<file path="config.mk">
export PLATFORM = sky130hd
export DESIGN_NAME = booth_wallace_mul_pipe
export DESIGN_NICKNAME = d
export VERILOG_FILES = /design/src/rtl/mul_pkg.sv /design/src/rtl/mul_booth_pp.sv /design/src/rtl/booth_wallace_mul_pipe.sv
export SDC_FILE = /design/constraint.sdc
export NUM_CORES = 2
export LEC_CHECK = 0
export BUFFER_PORTS_ARGS = -buffer_cell sky130_fd_sc_hd__buf_4
export CAP_MARGIN = 15
export CORE_MARGIN = 4
export CORE_UTILIZATION = 50
export DETAILED_ROUTE_END_ITERATION = 16
export PLACE_DENSITY = 0.75
export RECOVER_POWER = 50
export SYNTH_ARGS = -nofsm -noshare
export SYNTH_HDL_FRONTEND = slang
export SYNTH_HIERARCHICAL = 1
export SYNTH_SLANG_ARGS = --single-unit
</file>
<file path="constraint.sdc">
create_clock -name clk_i -period 6.2 [get_ports clk_i]
set_clock_uncertainty 0.2 [all_clocks]
set_input_delay 0.62 -clock clk_i [delete_from_list [all_inputs] [get_ports clk_i]]
set_output_delay 0.62 -clock clk_i [all_outputs]
set_load 0.01 [all_outputs]
</file>
<file path="src/rtl/mul_pkg.sv">
// rtl/mul_pkg.sv - shared types and elaboration helpers for the Booth/Wallace multiplier
package mul_pkg;

    typedef enum logic [1:0] {
        MUL_LO  = 2'b00,
        MULH_SS = 2'b01,
        MULH_SU = 2'b10,
        MULH_UU = 2'b11
    } mul_op_e;

    typedef enum logic [2:0] {ZERO, P1, P2, N1, N2} booth_sel_e;

    localparam int TAG_MAX_W = 16;

    typedef struct packed {
        logic                 v;
        mul_op_e              op;
        logic [TAG_MAX_W-1:0] tag;
    } stage_t;

    function automatic int npp(input int width);
        return width / 2 + 1;
    endfunction

    // One Wallace layer turns every full group of three rows into two.
    function automatic int rows_after(input int n, input int layers);
        int r = n;
        for (int l = 0; l < layers; l++) begin
            r = r - r / 3;
        end
        return r;
    endfunction

    function automatic int csa_layers(input int n, input int target = 2);
        int r = n;
        int l = 0;
        while (r > target) begin
            r = r - r / 3;
            l++;
        end
        return l;
    endfunction

endpackage

</file>
<file path="src/rtl/mul_booth_pp.sv">
// rtl/mul_booth_pp.sv - radix-4 Booth partial product with sign-prefix and negate bit
module mul_booth_pp
    import mul_pkg::*;
#(
    parameter int WIDTH = 32
) (
    input  logic [WIDTH+1:0] m_ext_i,
    input  logic [2:0]       win_i,
    output logic [WIDTH+2:0] pp_o,
    output logic             neg_o
);

    booth_sel_e       sel;
    logic [WIDTH+2:0] mag;
    logic [WIDTH+2:0] raw;

    always_comb begin
        case (win_i)
            3'b001, 3'b010: sel = P1;
            3'b011:         sel = P2;
            3'b100:         sel = N2;
            3'b101, 3'b110: sel = N1;
            default:        sel = ZERO;
        endcase
        mag = '0;
        case (sel)
            P1, N1:  mag = {m_ext_i[WIDTH+1], m_ext_i};
            P2, N2:  mag = {m_ext_i, 1'b0};
            default: mag = '0;
        endcase
        neg_o = (sel == N1) || (sel == N2);
        raw   = neg_o ? ~mag : mag;
        // Inverted sign bit; the matching constant row restores the sign extension.
        pp_o  = {~raw[WIDTH+2], raw[WIDTH+1:0]};
    end

endmodule

</file>
<file path="src/rtl/booth_wallace_mul_pipe.sv">
// rtl/booth_wallace_mul_pipe.sv - 3-stage radix-4 Booth / Wallace-tree multiplier with flush
module booth_wallace_mul_pipe
    import mul_pkg::*;
#(
    parameter int WIDTH = 32,
    parameter int TAG_W = 5
) (
    input  logic               clk_i,
    input  logic               rst_i,
    input  logic               start_i,
    input  logic [1:0]         op_i,
    input  logic [WIDTH-1:0]   rs1_i,
    input  logic [WIDTH-1:0]   rs2_i,
    input  logic [TAG_W-1:0]   tag_i,
    input  logic               flush_i,
    output logic [WIDTH-1:0]   result_o,
    output logic [2*WIDTH-1:0] product_o,
    output logic [TAG_W-1:0]   tag_o,
    output logic               valid_o,
    output logic               busy_o
);

    localparam int XW    = WIDTH + 2;
    localparam int PPW   = WIDTH + 3;
    localparam int PW    = 2 * WIDTH;
    localparam int NPP   = npp(WIDTH);
    localparam int NROWS = NPP + 2;
    localparam int LS2   = csa_layers(NROWS, 4);
    localparam int R2    = rows_after(NROWS, LS2);
    localparam int LS3   = csa_layers(R2, 2);

    function automatic logic [PW-1:0] sign_fix();
        logic [PW-1:0] acc = '0;
        for (int j = 0; j < NPP; j++) begin
            acc = acc + (PW'(1) << (PPW - 1 + 2 * j));
        end
        return -acc;
    endfunction

    localparam logic [PW-1:0] SIGN_FIX = sign_fix();

    function automatic logic [2*PW-1:0] csa3(input logic [PW-1:0] a, input logic [PW-1:0] b,
                                             input logic [PW-1:0] c);
        logic [PW-1:0] maj;
        logic [PW-1:0] cy;
        maj = (a & b) | (a & c) | (b & c);
        cy  = {maj[PW-2:0], 1'b0};
        return {cy, a ^ b ^ c};
    endfunction

    mul_op_e       op_in;
    stage_t        s1_q, s1_d, s2_q, s2_d, s3_q, s3_d;
    logic [XW-1:0] a_q, a_d, b_q, b_d;
    logic [XW:0]   b_win;
    logic [PW-1:0] s2_rows_q [R2];
    logic [PW-1:0] s2_rows_d [R2];
    logic [PW-1:0] s2_tree [R2];
    logic [PW-1:0] init_rows [NROWS];
    logic [PW-1:0] neg_row;
    logic [PPW-1:0] pp [NPP];
    logic [NPP-1:0] pp_neg;
    logic [PW-1:0]    final_sum;
    logic [PW-1:0]    product_q, product_d;
    logic [WIDTH-1:0] result_q, result_d;

    assign op_in = mul_op_e'(op_i);

    always_comb begin
        s1_d   = s1_q;
        a_d    = a_q;
        b_d    = b_q;
        s1_d.v = start_i;
        if (start_i) begin
            s1_d.op  = op_in;
            s1_d.tag = TAG_MAX_W'(tag_i);
            a_d = (op_in == MULH_UU) ? {2'b00, rs1_i} : {{2{rs1_i[WIDTH-1]}}, rs1_i};
            b_d = (op_in == MUL_LO || op_in == MULH_SS) ? {{2{rs2_i[WIDTH-1]}}, rs2_i}
                                                        : {2'b00, rs2_i};
        end
    end

    assign b_win = {b_q, 1'b0};

    for (genvar j = 0; j < NPP; j++) begin : g_pp
        mul_booth_pp #(.WIDTH(WIDTH)) u_pp (
            .m_ext_i (a_q),
            .win_i   (b_win[2*j+2:2*j]),
            .pp_o    (pp[j]),
            .neg_o   (pp_neg[j])
        );
    end

    always_comb begin
        neg_row = '0;
        for (int j = 0; j < NPP; j++) begin
            init_rows[j]     = PW'(pp[j]) << (2 * j);
            neg_row[2 * j]   = pp_neg[j];
        end
        init_rows[NPP]     = neg_row;
        init_rows[NPP + 1] = SIGN_FIX;
    end

    // Everything is modulo 2^PW, so carries out of the top column are simply dropped.
    for (genvar l = 0; l <= LS2; l++) begin : g_s2
        localparam int RN = rows_after(NROWS, l);
        logic [PW-1:0] rows [RN];
        if (l == 0) begin : g_src
            assign rows = init_rows;
        end else begin : g_lay
            localparam int RP = rows_after(NROWS, l - 1);
            for (genvar g = 0; g < RP / 3; g++) begin : g_csa
                assign {rows[2*g+1], rows[2*g]} =
                    csa3(g_s2[l-1].rows[3*g], g_s2[l-1].rows[3*g+1], g_s2[l-1].rows[3*g+2]);
            end
            for (genvar r = 3 * (RP / 3); r < RP; r++) begin : g_pass
                assign rows[r - RP / 3] = g_s2[l-1].rows[r];
            end
        end
    end

    assign s2_tree = g_s2[LS2].rows;

    always_comb begin
        s2_d      = s2_q;
        s2_rows_d = s2_rows_q;
        s2_d.v    = s1_q.v & ~flush_i;
        if (s1_q.v) begin
            s2_d.op   = s1_q.op;
            s2_d.tag  = s1_q.tag;
            s2_rows_d = s2_tree;
        end
    end

    for (genvar l = 0; l <= LS3; l++) begin : g_s3
        localparam int RN = rows_after(R2, l);
        logic [PW-1:0] rows [RN];
        if (l == 0) begin : g_src
            assign rows = s2_rows_q;
        end else begin : g_lay
            localparam int RP = rows_after(R2, l - 1);
            for (genvar g = 0; g < RP / 3; g++) begin : g_csa
                assign {rows[2*g+1], rows[2*g]} =
                    csa3(g_s3[l-1].rows[3*g], g_s3[l-1].rows[3*g+1], g_s3[l-1].rows[3*g+2]);
            end
            for (genvar r = 3 * (RP / 3); r < RP; r++) begin : g_pass
                assign rows[r - RP / 3] = g_s3[l-1].rows[r];
            end
        end
    end

    assign final_sum = g_s3[LS3].rows[0] + g_s3[LS3].rows[1];

    always_comb begin
        s3_d      = s3_q;
        product_d = product_q;
        result_d  = result_q;
        s3_d.v    = s2_q.v & ~flush_i;
        if (s2_q.v && !flush_i) begin
            s3_d.op   = s2_q.op;
            s3_d.tag  = s2_q.tag;
            product_d = final_sum;
            result_d  = (s2_q.op == MUL_LO) ? final_sum[WIDTH-1:0] : final_sum[PW-1:WIDTH];
        end
    end

    always_ff @(posedge clk_i or negedge rst_i) begin
        if (!rst_i) begin
            s1_q      <= '0;
            s2_q      <= '0;
            s3_q      <= '0;
            a_q       <= '0;
            b_q       <= '0;
            product_q <= '0;
            result_q  <= '0;
            for (int i = 0; i < R2; i++) begin
                s2_rows_q[i] <= '0;
            end
        end else begin
            s1_q      <= s1_d;
            s2_q      <= s2_d;
            s3_q      <= s3_d;
            a_q       <= a_d;
            b_q       <= b_d;
            product_q <= product_d;
            result_q  <= result_d;
            for (int i = 0; i < R2; i++) begin
                s2_rows_q[i] <= s2_rows_d[i];
            end
        end
    end

    assign result_o  = result_q;
    assign product_o = product_q;
    assign tag_o     = s3_q.tag[TAG_W-1:0];
    assign valid_o   = s3_q.v;
    assign busy_o    = s1_q.v | s2_q.v | s3_q.v;

endmodule

</file>
Word level (Yosys, flattened, before mapping)
Cells that the tools add are included.
{"block": "word_totals", "ff_bits": 440, "latch_bits": 0, "mem_bits_rw": 0, "mem_bits_ro": 0, "input_bits": 75, "output_inout_bits": 103, "wordCells": 482, "memories": 0}
{"block": "op_classes", "n_addsub": 1, "n_mul": 0, "div_mod_pow": 0, "order_cmp": 0, "eq_ne": 169, "shift": 0, "n_mux": 54, "bitwise": 154, "reduce_logical": 88}
{"op": "35-bit one-hot mux with 2 select lines", "count": 15}
{"op": "63-bit AND", "count": 15}
{"op": "63-bit bitwise OR", "count": 15}
{"op": "64-bit XOR", "count": 10}
{"op": "35-bit two-way mux", "count": 15}
{"op": "35-bit NOT", "count": 15}
{"op": "3-bit by 2-bit == test with 1-bit output (second input constant)", "count": 66}
{"op": "3-bit == test (second input constant)", "count": 65}
{"op": "3-bit one-hot mux with 4 select lines", "count": 16}
{"op": "53-bit by 63-bit AND with 63-bit output", "count": 3}
{"op": "2-bit OR reduction", "count": 66}
{"op": "63-bit by 33-bit AND with 63-bit output", "count": 2}
{"op": "63-bit by 62-bit bitwise OR with 63-bit output", "count": 2}
{"op": "46-bit by 52-bit AND with 52-bit output", "count": 2}
{"op": "52-bit bitwise OR", "count": 2}
{"op": "34-bit two-way mux", "count": 3}
{"op": "3-bit by 1-bit == test with 1-bit output (second input constant)", "count": 33}
{"op": "45-bit bitwise OR", "count": 2}
{"op": "34-bit one-hot mux with 2 select lines", "count": 1}
{"op": "64-bit adder", "count": 1}
{"op": "32-bit two-way mux", "count": 2}
{"op": "32-bit one-hot mux with 2 select lines", "count": 1}
{"op": "53-bit by 64-bit XOR with 64-bit output", "count": 1}
{"op": "63-bit by 64-bit XOR with 64-bit output", "count": 1}
{"op": "74 further kinds", "count": 112}

Logic depth before layout (Yosys ltp)
{"block": "depth", "word_depth": 21, "depth_mapped": 16, "ltp_nobuf": 15}

Cells and area by module
The synthesis kept the hierarchy.
{"module": "booth_wallace_mul_pipe", "n_inst": 1, "cells_each": 3104, "area_each_um2": 32603.8, "seq_area_each_um2": 9709.3}
{"module": "mul_booth_pp", "n_inst": 17, "cells_each": 131, "area_each_um2": 1242.4, "seq_area_each_um2": 0.0}

Worst setup path after synthesis
OpenSTA, ideal clock, no wires.
{"block": "synth_timing", "path_type": "register to register", "from": "reg a_q[32]", "to": "reg s2_rows_q (netlist bit g_s3[0].rows[225])", "setup_time_ps": 130, "arrival_time_ps": 5023, "required_time_ps": 5870, "setup_slack_ps": 847, "path_stages_with_launch": 11, "n_path_buf": 0, "period_less_slack_ps": 5353, "cell_sequence": "dfrtp_1 -> xnor2_1 -> o221ai_2 -> fa_1 -> fa_1 -> inv_1 -> fa_1 -> inv_1 -> fa_1 -> nand2_1 -> o21ai_0"}
{"element": "start, declared", "line_no": "booth_wallace_mul_pipe.sv:53", "rtl": "logic [XW-1:0] a_q, a_d, b_q, b_d;"}
{"element": "start signal, assigned", "line_no": "booth_wallace_mul_pipe.sv:171", "rtl": "a_q <= '0;"}
{"element": "start signal, assigned", "line_no": "booth_wallace_mul_pipe.sv:182", "rtl": "a_q <= a_d;"}
{"element": "end signal, assigned by index", "line_no": "booth_wallace_mul_pipe.sv:187", "rtl": "s2_rows_q[i] <= s2_rows_d[i];"}
{"element": "end, declared", "line_no": "booth_wallace_mul_pipe.sv:55", "rtl": "logic [PW-1:0] s2_rows_q [R2];"}

==> flow_summary.json <==
{
  "tns_ns": 0,
  "hpwl_um": 119500,
  "grt_pass1_wl_um": 260200,
  "worstPathMaxFanout": 43,
  "worstHoldStart": "rs1_i[20]",
  "slew_headroom": -1.239,
  "crit_type": "reg -> reg",
  "syn_area_per_cell_um2": 10.08,
  "area_delta_synth_final_pct": 7.269,
  "rows": 119,
  "clock.fmax_mhz": 201.7,
  "drc": 0,
  "drv_slew": 486,
  "end_kind": "flip-flop",
  "layout-drive-gt1-share": 0.1997,
  "setup_viol": 0,
  "htree_levels": 2,
  "die_w_um": 335.5,
  "grt_pass1_vias": 41892,
  "cts.sinks": 388,
  "status": "complete, but fails checks",
  "drtPass1Iterations": 6,
  "ios": 178,
  "die_y_um": 335.5,
  "cts_tree": "done",
  "yosys_warnings": 6,
  "antenna_found_initial": 4,
  "grt_max_degree": 176,
  "period_needed_ns": 4.957,
  "cts.clk_slew.worst_paths_ns": 0.06,
  "period_share": 0.7995,
  "vias": 43020,
  "hp-class": "in -> reg",
  "wl_um": 167000,
  "cts_buffers": 49,
  "crit_start": "b_q[25]",
  "start_util": 0.5065,
  "crit_arrival_ns": 5.16,
  "vias_per_cell": 6.441,
  "reg2reg_from": "b_q[25]",
  "drt_iter0_drc": 4911,
  "port-buffer-count": 177,
  "violations": "capacitance limit, slew limit",
  "crit_required_ns": 6.40,
  "hold_ws_ns": 0.03182,
  "avgRoutedWirePerCell_um": 25.01,
  "place_congestion": 0.9531,
  "clk_latency_ns": 0.69,
  "rsz0062_at_grt": "false",
  "core_um2": 105900,
  "ant_nets": 0,
  "grt_usage": 0.2915,
  "grt.overflow.total": 0,
  "die_area_um2": 112500,
  "syn_inst": 5319,
  "critPathLaunchType": "flip-flop",
  "synth.cell_area_um2": 53620,
  "clockBufferDepth": 3,
  "tightest_slew_ns": 3.358,
  "timing_hold_violations_final": 0,
  "post_cts.repair.setup_buffers": 0,
  "cap_viol_max_count": 6,
  "clock-root-buffer": "clkbuf_16",
  "nets": 6052
}
critical path, stage by stage, from the launching register on:
cell	delay [ns]
dfrtp_4	0.74
or3b_2	0.91
o221ai_2	0.35
inv_1	0.08
fa_1	0.46
fa_1	0.55
inv_1	0.05
fa_1	0.49
fa_1	0.58
nand2_1	0.11
o21ai_0	0.13
sequential cells by signal (all words and copies together), names as in the netlist:
name       count
valid_o        1
s1_q           8
s2_q           8
g_s3.rows    204
a_q           33
product_o     64
b_q           33
tag_o          5
result_o      32
worst paths after layout:
path	to	slack [ns]	depth (start not counted)
worst max-delay path	g_s3[0].rows[233]	1.24	10
worst min-delay path	a_q[20]	0.03	2
worst max register to register	g_s3[0].rows[233]	1.24	10
worst min register to register	tag_o[3]	0.27	2
max in group asynchronous	g_s3[0].rows[175]	1.74	3
min in group asynchronous	a_q[13]	0.34	2
cell usage in the layout, fill, tap and decap left out, types with 68 or more instances in the layout:
cell type      instances
buf_4                187
fa_1                 479
mux2_2               168
clkbuf_1             112
dlygate4sd3_1         68
nor2_1                76
dfrtp_1              338
a21oi_1              119
xnor2_1              599
nand4b_1             559
ha_1                 250
o21ai_0              238
nand2_1              315
inv_1                755
o221ai_2             508
layout make-up:
class,instances,area [µm²]
Tap cell,1391,1740
Clock inverter,25,332.8
Inverter,756,2838
Multi-Input combinational cell,3686,38800
Fill cell,9102,48350
Sequential cell,388,9817
Antenna cell,1,2.502
Clock buffer,65,1388
Timing Repair Buffer,367,2594
metrics by stage:
stage	util	cells	area, µm²	setup WS (ns)
after global placement	0.5243	6519	55510	1.408
after global routing	0.5433	6678	57510	1.010
after CTS	0.5470	6677	57910	1.309
after floorplan	-	5322	53630	1.021
final	0.5433	6679	57510	1.243
after detailed placement	0.5243	6519	55510	1.364
timing repair:
action                     CTS  global route
hold buffers                68             0
setup endpoints to repair    0             0
resized for setup            0             0
hold endpoints to repair   134             0
per-layer routing:
metal	vias to the layer above	GRT usage	wire, µm
li1	18773	-	-
met1	21513	0.4257	70740
met2	2443	0.4354	72330
met3	289	0.07174	19670
met4	2	0.07072	4286
met5	-	0	13
Power is left out: the tool's default activity adds up to more than one toggle a clock period on the data nets, which glitch-free logic cannot reach.
